### src/rtl/dac_dual_spi_tx.sv
`default_nettype none
// ============================================================================
// dac_dual_spi_tx : two-channel SPI serializer for an MCP4822-class dual DAC
// Revision 1.0
// ============================================================================
module dac_dual_spi_tx #(
  parameter int   N       = 16,
  parameter int   CLK_DIV = 4,
  parameter logic GAIN_1X = 1'b1
) (
  input  logic         clk,
  input  logic         rst,
  input  logic         i_start,
  input  logic [N-1:0] i_sample_a,
  input  logic [N-1:0] i_sample_b,
  input  logic [1:0]   i_ch_en,
  output logic         o_cs_n,
  output logic         o_sck,
  output logic         o_sdi,
  output logic         o_ldac_n,
  output logic         o_busy,
  output logic         o_done,
  output logic         o_overrun
);

  localparam int            CW         = (2 * CLK_DIV > 1) ? $clog2(2 * CLK_DIV) : 1;
  localparam logic [CW-1:0] c_CNT_LAST = CW'(2 * CLK_DIV - 1);
  localparam logic [CW-1:0] c_CNT_HALF = CW'(CLK_DIV);

  typedef enum logic [2:0] {
    S_IDLE    = 3'd0,
    S_SHIFT_A = 3'd1,
    S_GAP     = 3'd2,
    S_SHIFT_B = 3'd3,
    S_LDAC    = 3'd4
  } state_t;

  state_t        r_state;
  state_t        w_state_nxt;
  logic [CW-1:0] r_cnt;
  logic [3:0]    r_bit;
  logic [15:0]   r_frame_a;
  logic [15:0]   r_frame_b;
  logic          r_busy;

  logic w_accept;
  logic w_cnt_last;
  logic w_shifting;
  logic w_cs_n_nxt;
  logic w_sck_nxt;
  logic w_sdi_nxt;
  logic w_ldac_n_nxt;
  logic w_busy_nxt;
  logic w_done_nxt;
  logic w_overrun_nxt;

  // Signed to offset-binary: flip the sign bit, keep the top 11 magnitude bits.
  function automatic logic [11:0] to_code(input logic [N-1:0] s);
    return {~s[N-1], s[N-2 -: 11]};
  endfunction

  generate
    if (N > 12) begin : g_unused_lsbs
      logic w_unused_lsbs;
      assign w_unused_lsbs = ^{i_sample_a[N-13:0], i_sample_b[N-13:0]};
    end
  endgenerate

  // r_busy still high in the first IDLE cycle, so a start there is an overrun.
  assign w_accept   = i_start && (r_state == S_IDLE) && !r_busy;
  assign w_cnt_last = (r_cnt == c_CNT_LAST);
  assign w_shifting = (r_state == S_SHIFT_A) || (r_state == S_SHIFT_B);

  always_comb begin
    w_state_nxt   = r_state;
    w_cs_n_nxt    = 1'b1;
    w_sck_nxt     = 1'b0;
    w_sdi_nxt     = 1'b0;
    w_ldac_n_nxt  = 1'b1;
    w_busy_nxt    = (r_state != S_IDLE);
    w_done_nxt    = (r_state == S_IDLE) && r_busy;
    w_overrun_nxt = i_start && !w_accept;
    case (r_state)
      S_IDLE: begin
        if (w_accept) w_state_nxt = S_SHIFT_A;
      end
      S_SHIFT_A: begin
        w_cs_n_nxt = 1'b0;
        w_sck_nxt  = (r_cnt >= c_CNT_HALF);
        w_sdi_nxt  = r_frame_a[~r_bit];
        if (w_cnt_last && (r_bit == 4'd15)) w_state_nxt = S_GAP;
      end
      S_GAP: begin
        if (w_cnt_last) w_state_nxt = S_SHIFT_B;
      end
      S_SHIFT_B: begin
        w_cs_n_nxt = 1'b0;
        w_sck_nxt  = (r_cnt >= c_CNT_HALF);
        w_sdi_nxt  = r_frame_b[~r_bit];
        if (w_cnt_last && (r_bit == 4'd15)) w_state_nxt = S_LDAC;
      end
      S_LDAC: begin
        w_ldac_n_nxt = 1'b0;
        if (w_cnt_last) w_state_nxt = S_IDLE;
      end
      default: w_state_nxt = S_IDLE;
    endcase
  end

  always_ff @(posedge clk or posedge rst) begin
    if (rst) begin
      r_state <= S_IDLE;
    end else begin
      r_state <= w_state_nxt;
    end
  end

  always_ff @(posedge clk or posedge rst) begin
    if (rst) begin
      r_cnt <= '0;
      r_bit <= 4'd0;
    end else if (r_state == S_IDLE) begin
      r_cnt <= '0;
      r_bit <= 4'd0;
    end else if (w_cnt_last) begin
      r_cnt <= '0;
      if (w_shifting) r_bit <= r_bit + 4'd1;
    end else begin
      r_cnt <= r_cnt + 1'b1;
    end
  end

  always_ff @(posedge clk or posedge rst) begin
    if (rst) begin
      r_frame_a <= 16'd0;
      r_frame_b <= 16'd0;
    end else if (w_accept) begin
      r_frame_a <= {1'b0, 1'b0, GAIN_1X, i_ch_en[0], to_code(i_sample_a)};
      r_frame_b <= {1'b1, 1'b0, GAIN_1X, i_ch_en[1], to_code(i_sample_b)};
    end
  end

  // Pins are registered copies of the state decode, one cycle behind r_state.
  always_ff @(posedge clk or posedge rst) begin
    if (rst) begin
      o_cs_n    <= 1'b1;
      o_sck     <= 1'b0;
      o_sdi     <= 1'b0;
      o_ldac_n  <= 1'b1;
      r_busy    <= 1'b0;
      o_done    <= 1'b0;
      o_overrun <= 1'b0;
    end else begin
      o_cs_n    <= w_cs_n_nxt;
      o_sck     <= w_sck_nxt;
      o_sdi     <= w_sdi_nxt;
      o_ldac_n  <= w_ldac_n_nxt;
      r_busy    <= w_busy_nxt;
      o_done    <= w_done_nxt;
      o_overrun <= w_overrun_nxt;
    end
  end

  assign o_busy = r_busy;

endmodule
`default_nettype wire

### config.mk
export PLATFORM = sky130hd
export DESIGN_NAME = dac_dual_spi_tx
export DESIGN_NICKNAME = d
export VERILOG_FILES = /design/src/rtl/dac_dual_spi_tx.sv
export SDC_FILE = /design/constraint.sdc
export NUM_CORES = 1
export LEC_CHECK = 0
export BUFFER_PORTS_ARGS = -buffer_cell sky130_fd_sc_hd__buf_2
export CAP_MARGIN = 0
export CORE_ASPECT_RATIO = 1.5
export CORE_MARGIN = 4
export CORE_UTILIZATION = 50
export DETAILED_ROUTE_END_ITERATION = 6
export PLACE_DENSITY = 0.75
export SLEW_MARGIN = 15
export SYNTH_ARGS = -nofsm -noshare
export SYNTH_HDL_FRONTEND = slang
export SYNTH_SLANG_ARGS = --single-unit
### constraint.sdc
create_clock -name clk -period 5.15 [get_ports clk]
set_input_delay 0.7725 -clock clk [delete_from_list [all_inputs] [get_ports clk]]
set_output_delay 0.7725 -clock clk [all_outputs]
set_load 0.03 [all_outputs]
==> metrics.cfg, run 1 <==
[timing]
hold_viol_final=0
slew_viol_final=0
fin_worst_skew_ps=7.14
rsz0062_at_grt=false
worst_slew_pin_slew_ps=650
holdWs_ps=456
setup_viol_count_final=0
setup_ws_ps=3050
max_freq_mhz=477
fin_crit_ps=2100
tns_ps=0
maxSlewHeadroom_pct=56.7
fin_crit_sh_pct=40.7

[floorplan]
die_area_um2=5000
die_h_um=84.7
fp-row-count=27
io_pins=44
initial_utilization_pct=52.7
core_um2=3720
die_width_um=59.1

[cts]
htreeDepth=2
clockRootBuffer=clkbuf_8
path_clk_slew_ps=80
cts_tree=done
clk_latency_ps=300
post-cts-setup-buffers=0
cts_buffers=5
hold_buffers=0
cts_resized=0
clockBufferDepth=2
cts.sinks=44

[cells_and_area]
diodes=0
nets=221
multi_input_area_um2=793
fillers=327
drive_above_1_share_pct=43.4
finalCoreUtilization_pct=60.6
area_growth_pct=14.9
layout_common_cells=42 x dfrtp_1, 35 x buf_2, 24 x mux2_2
final_common_cell=dfrtp_1
regArea_um2=1100
final-instance-count-excl-fill=225

[setup_path]
endpoint_kind=flip-flop
path_depth=4
reg2reg_to=o_sdi
cpPeakStageDelay_ps=770
cp-start-kind=flip-flop
path_cells=mux4_2, nor3b_1, a2111oi_2, a211o_1
crit_fanout=14
crit_start=r_bit[0]
crit_buf_inv=0
slowest_stage=dfrtp_1
arrival_ps=2270
crit_type=flip-flop to flip-flop
cp-endpoint=o_sdi
crit_required_ps=5330
regToRegSetupSlack_ps=3050
critPathTopFamily=flip-flops
r2r-start=r_bit[0]
reg2regPathDepth=4

[placement]
hpwl_um=2560
dp_slack_ps=3080
port_buffers=35
placed_cells=217
place_congestion=0.796

[logic_synthesis]
synthCells=146
yosys_warnings=0
synthTopCellsByArea=dfrtp_1 54%, mux2_2 14%, mux4_1 4.0%, dfstp_2 2.7%, mux2i_1 2.6%
ys_ff_latch=44
syn-num-nets=186
synth.largest_area_cell=dfrtp_1
synth.distinct_cells=37
synth_area_per_cell_um2=13.4
ys_seq_area_share_pct=56.3
syn-cell-area_um2=1960
synth_top_area_share_pct=53.6

[detailed_routing]
drt-vias-per-instance=5.48
wire_per_inst_um=15.3
via_count=1232
ant_nets=0
drc=0
first_iter_violations=19
firstDrtPassIters=5
wl_um=3450

[global_route]
antenna_found_initial=0
overflow=0
grt_max_degree=45
grt_pass1_vias=1356
grt.total_usage_pct=16.2
grt_pass1_wl_um=6070

[power_and_ir_drop]
leakagePower_nw=1.10
ir_worst_vdd_mv=0.324
powerDensity_nw_per_um2=388

[run]
max_cap_violations=0

[worst_hold_path]
hold_path.class=flip-flop to flip-flop
min-delay-start=r_cnt[0]
hold_depth=1

[run_status]
outcome=finished clean

-- worst reg2reg max path, delay by kind of cell (launching register included) --
kind / cells / cell delay (ps)
and+or+nand+nor: 1 / 250
AOI/OAI and AO/OA: 2 / 360
muxes: 1 / 600
DFF: 1 / 770
-- metal layers --
metal  share of wire [%]  track usage, %  up-vias
li1                    -               -      584
met1                  36            16.2      604
met2                  56            28.8       35
met3                 5.9            6.00        9
met4                 2.0            7.01        0
met5                   0               0        -
-- logic make-up after synthesis --
| family | synth area share (%) |
|---|---|
| multiplexers | 22.7 |
| XOR/XNOR | 1.34 |
| buffers and inverters | 3.19 |
| AND/OR/NAND/NOR | 10.7 |
| flip-flops | 56.3 |
| adder cells (fa/ha/maj) | 1.92 |
| AO/OA/AOI/OAI | 3.83 |
-- flip-flops by register name, indices dropped and copies added, names as in the netlist --
register / count
o_busy: 1
o_cs_n: 1
o_done: 1
o_ldac_n: 1
o_overrun: 1
o_sck: 1
o_sdi: 1
r_bit: 4
r_cnt: 3
r_frame_a: 13
r_frame_b: 14
r_state: 3
-- area by class of cell --
class	count	area share, %
clock buffers	6	3.67
clock inverters	2	0.444
inverters	5	0.833
multi-input cells	88	35.2
flip-flops and latches	44	49.0
well taps	43	2.39
repair buffers	37	8.44
-- worst min-delay path by stage --
stage | end | slack [ps]
after floorplan | r_cnt[0] | 410
after CTS | r_cnt[0] | 470
final | r_cnt[0] | 460
after detailed placement | r_cnt[0] | 450
after global placement | r_cnt[0] | 430
after global routing | r_cnt[0] | 480
-- metrics by stage --
step                cell area (µm²)  power [mW]
floorplan                      1960       0.613
global placement               2160       0.650
detailed placement             2160       0.667
CTS                            2250       0.887
global route                   2250       0.939
finish                         2250       0.875
-- power breakdown --
part | switching, mW | internal, mW | leakage, nW
Sequential | 0.0550 | 0.413 | 0.557
Combinational | 0.0766 | 0.110 | 0.492
Clock | 0.113 | 0.107 | 0.0510
-- cell usage after synthesis (all sizes together) --
cell	n
nor4b	1
and3	1
nor2b	3
nor2	4
dfstp	2
mux2i	5
a211o	1
nor3	3
inv	5
o21ai	5
or2	1
nand3	4
buf	3
o32ai	1
nand2b	1
and2b	1
nor4	2
mux4	5
ha	3
a21oi	2
and2	4
xnor2	1
a211oi	1
nand2	8
mux2	24
nand3b	1
dfrtp	42
a2111oi	1
clkbuf	6
or3	1
xor2	2
nor3b	2
Power figures use the tool's default switching activity.
==> run 2: changes to the inputs <==
--- a/config.mk
+++ b/config.mk
@@ -9,7 +9,7 @@
 export CAP_MARGIN = 0
 export CORE_ASPECT_RATIO = 1.5
 export CORE_MARGIN = 4
-export CORE_UTILIZATION = 50
+export CORE_UTILIZATION = 48
 export DETAILED_ROUTE_END_ITERATION = 6
 export PLACE_DENSITY = 0.75
 export SLEW_MARGIN = 15
==> constraint.sdc (replaced) <==
create_clock -name clk -period 1.8 [get_ports clk]
set_input_delay 0.27 -clock clk [delete_from_list [all_inputs] [get_ports clk]]
set_output_delay 0.27 -clock clk [all_outputs]
set_load 0.03 [all_outputs]
==> run 2 against run 1 <==
Compared with the run above:
- count of clock-buffer cells in the layout rose by 1
- combinational power rose to 3.5 times the previous value
- sequential share of layout area fell by 1.9 points
- cell area rose by 4.1%
- final cell count rose by 3.1%
- global-route usage fell by 0.53 points
- critical path type unchanged
- critical endpoint unchanged
- largest cell class unchanged
- highest routed layer unchanged
==> metrics.cfg, run 2 (synthesis results as in run 1) <==
[run_status]
outcome=finished clean  ; unchanged

[cells_and_area]
multi_input_area_um2=817  ; was 793 µm²
fin_area_um2=2340  ; was 2250 µm²
drive_above_1_share_pct=45.5  ; was 43.4%
final_common_cell=dfrtp_1  ; unchanged
reg.largest.list=r_frame_b (14), r_frame_a (13), r_bit (4)  ; unchanged
fillers=329  ; was 327
area_growth_pct=19.6  ; was 14.9%
layout_common_cells=42 x dfrtp_1, 35 x buf_2, 24 x mux2_2  ; unchanged
regArea_um2=1100  ; unchanged
diodes=0  ; unchanged
nets=227  ; was 221
top_register=r_frame_b  ; unchanged
largest_reg_flops=14  ; unchanged
finalCoreUtilization_pct=59.2  ; was 60.6%

[run]
max_cap_violations=0  ; unchanged

[floorplan]
die_width_um=60.2  ; was 59.1 µm
fp-row-count=28  ; was 27
die_h_um=86.3  ; was 84.7 µm
initial_utilization_pct=49.5  ; was 52.7%
io_pins=44  ; unchanged
core_um2=3960  ; was 3720 µm²
die_area_um2=5190  ; was 5000 µm²

[setup_path]
crit_type=flip-flop to flip-flop  ; unchanged
crit_buf_inv=1  ; was 0
critPathTopFamily=multiplexers  ; was flip-flops
cpPeakStageDelay_ps=530  ; was 770 ps
crit_required_ps=2030  ; was 5330 ps
crit_fanout=9  ; was 14
cp-start-kind=flip-flop  ; unchanged
path_cells=buf_12, mux2i_1, mux4_2, a2111oi_4, a211o_1  ; was mux4_2, nor3b_1, a2111oi_2, a211o_1
endpoint_kind=flip-flop  ; unchanged
regToRegSetupSlack_ps=50  ; was 3050 ps
arrival_ps=1980  ; was 2270 ps
slowest_stage=mux4_2  ; was dfrtp_1

[global_route]
grt_pass1_vias=1363  ; was 1356
grt.total_usage_pct=15.7  ; was 16.2%
grt_max_degree=45  ; unchanged
overflow=0  ; unchanged
antenna_found_initial=0  ; unchanged
grt_pass1_wl_um=6010  ; was 6070 µm

[timing]
maxSlewHeadroom_pct=64.8  ; was 56.7%
tns_ps=0  ; unchanged
holdWs_ps=102  ; was 456 ps
hold_viol_final=0  ; unchanged
fin_crit_sh_pct=97.1  ; was 40.7%
setup_ws_ps=51.9  ; was 3050 ps
fin_crit_ps=1750  ; was 2100 ps
fin_worst_skew_ps=5.02  ; was 7.14 ps
max_freq_mhz=572  ; was 477 MHz
rsz0062_at_grt=false  ; unchanged
setup_viol_count_final=0  ; unchanged
slew_viol_final=0  ; unchanged
worst_slew_pin_slew_ps=529  ; was 650 ps

[power_and_ir_drop]
clkPwrFrac_pct=24.9  ; was 25.1%
switching_share_pct=27.1  ; was 27.9%
power_switching_mw=0.707  ; was 0.244 mW
p_int_mw=1.90  ; was 0.630 mW
powerDensity_nw_per_um2=1110  ; was 388 nW/µm²
leakagePower_nw=1.14  ; was 1.10 nW
pwr-share-seq_pct=49.8  ; was 53.5%
combinationalPowerShare_pct=25.3  ; was 21.3%
ir_worst_vdd_mv=0.803  ; was 0.324 mV

[detailed_routing]
drc=0  ; unchanged
firstDrtPassIters=4  ; was 5
wl_um=3520  ; was 3450 µm
wire_per_inst_um=15.2  ; was 15.3 µm
first_iter_violations=28  ; was 19
drt-vias-per-instance=5.35  ; was 5.48
via_count=1242  ; was 1232
ant_nets=0  ; unchanged

[worst_hold_path]
hold_path.class=input port to async pin  ; was flip-flop to flip-flop

[placement]
port_buffers=35  ; unchanged
hpwl_um=2640  ; was 2560 µm
placed_cell_area_um2=2220  ; was 2160 µm²
place_congestion=0.826  ; was 0.796
dp_slack_ps=29.6  ; was 3080 ps

[cts]
cts.sinks=44  ; unchanged
path_clk_slew_ps=80  ; about the same
hold_buffers=0  ; unchanged
clockRootBuffer=clkbuf_8  ; unchanged
cts_buffers=5  ; unchanged
htreeDepth=2  ; unchanged
post-cts-setup-buffers=0  ; unchanged
cts_tree=done  ; unchanged
clk_latency_ps=290  ; was 300 ps
clockBufferDepth=2  ; unchanged

==> run 2: power groups by stage <==
| stage | clock network [mW] | registers [mW] | logic (mW) |
|---|---|---|---|
| finish | 0.649 | 1.30 | 0.661 |
| global route | 0.712 | 1.32 | 0.728 |
| CTS | 0.668 | 1.30 | 0.658 |
| detailed placement | 0 | 1.32 | 0.644 |
| global placement | 0 | 1.31 | 0.615 |
| floorplan | 0 | 1.31 | 0.442 |
==> run 2: layer usage <==
metal  routed length (µm)  global-route usage [%]  vias to the layer above  share of wire [%]
met4                  128                    7.26                        0                3.6
met1                 1270                    15.7                      597                 36
met2                 1900                    27.9                       33                 54
li1                     -                       -                      600                  -
met5                    0                       0                        -                  0
met3                  217                    5.37                       12                6.2
==> run 2: path summary, 6_finish.rpt <==
| kind | to | depth (start not counted) | from |
|---|---|---|---|
| worst max-delay path | o_sdi | 5 | r_bit[0] |
| worst min-delay path | o_busy | 3 | rst |
| worst max register to register | o_sdi | 5 | r_bit[0] |
| worst min register to register | r_cnt[0] | 1 | r_cnt[0] |
| max in group asynchronous | o_cs_n | 3 | rst |
| min in group clk | r_frame_b[11] | 2 | i_sample_b[15] |
==> run 2: worst reg2reg max path, stage by stage (launching register included) <==
cell	delay (ps)
dfrtp_1	420
buf_12	160
mux2i_1	120
mux4_2	530
a2111oi_4	320
a211o_1	140
==> run 2: what timing repair did <==
action / CTS / global route
endpoints found under the hold margin: 0 / 0
setup endpoints to repair: 1 / 1
pin swaps: 0 / 2
resized for setup: 2 / 2
==> run 2: per-stage QoR <==
stage / total power, mW / std cells
final: 2.61 / 232
after global placement: 1.92 / 225
after global routing: 2.76 / 232
after CTS: 2.63 / 232
after detailed placement: 1.96 / 225
after floorplan: 1.75 / 146
==> run 2: cell type report <==
class / count / share of cell area, %
clock buffer: 7 / 4.11
inverter: 5 / 0.801
multi-input combinational: 88 / 34.9
tap: 45 / 2.40
sequential: 44 / 47.1
timing repair buffer: 43 / 10.7
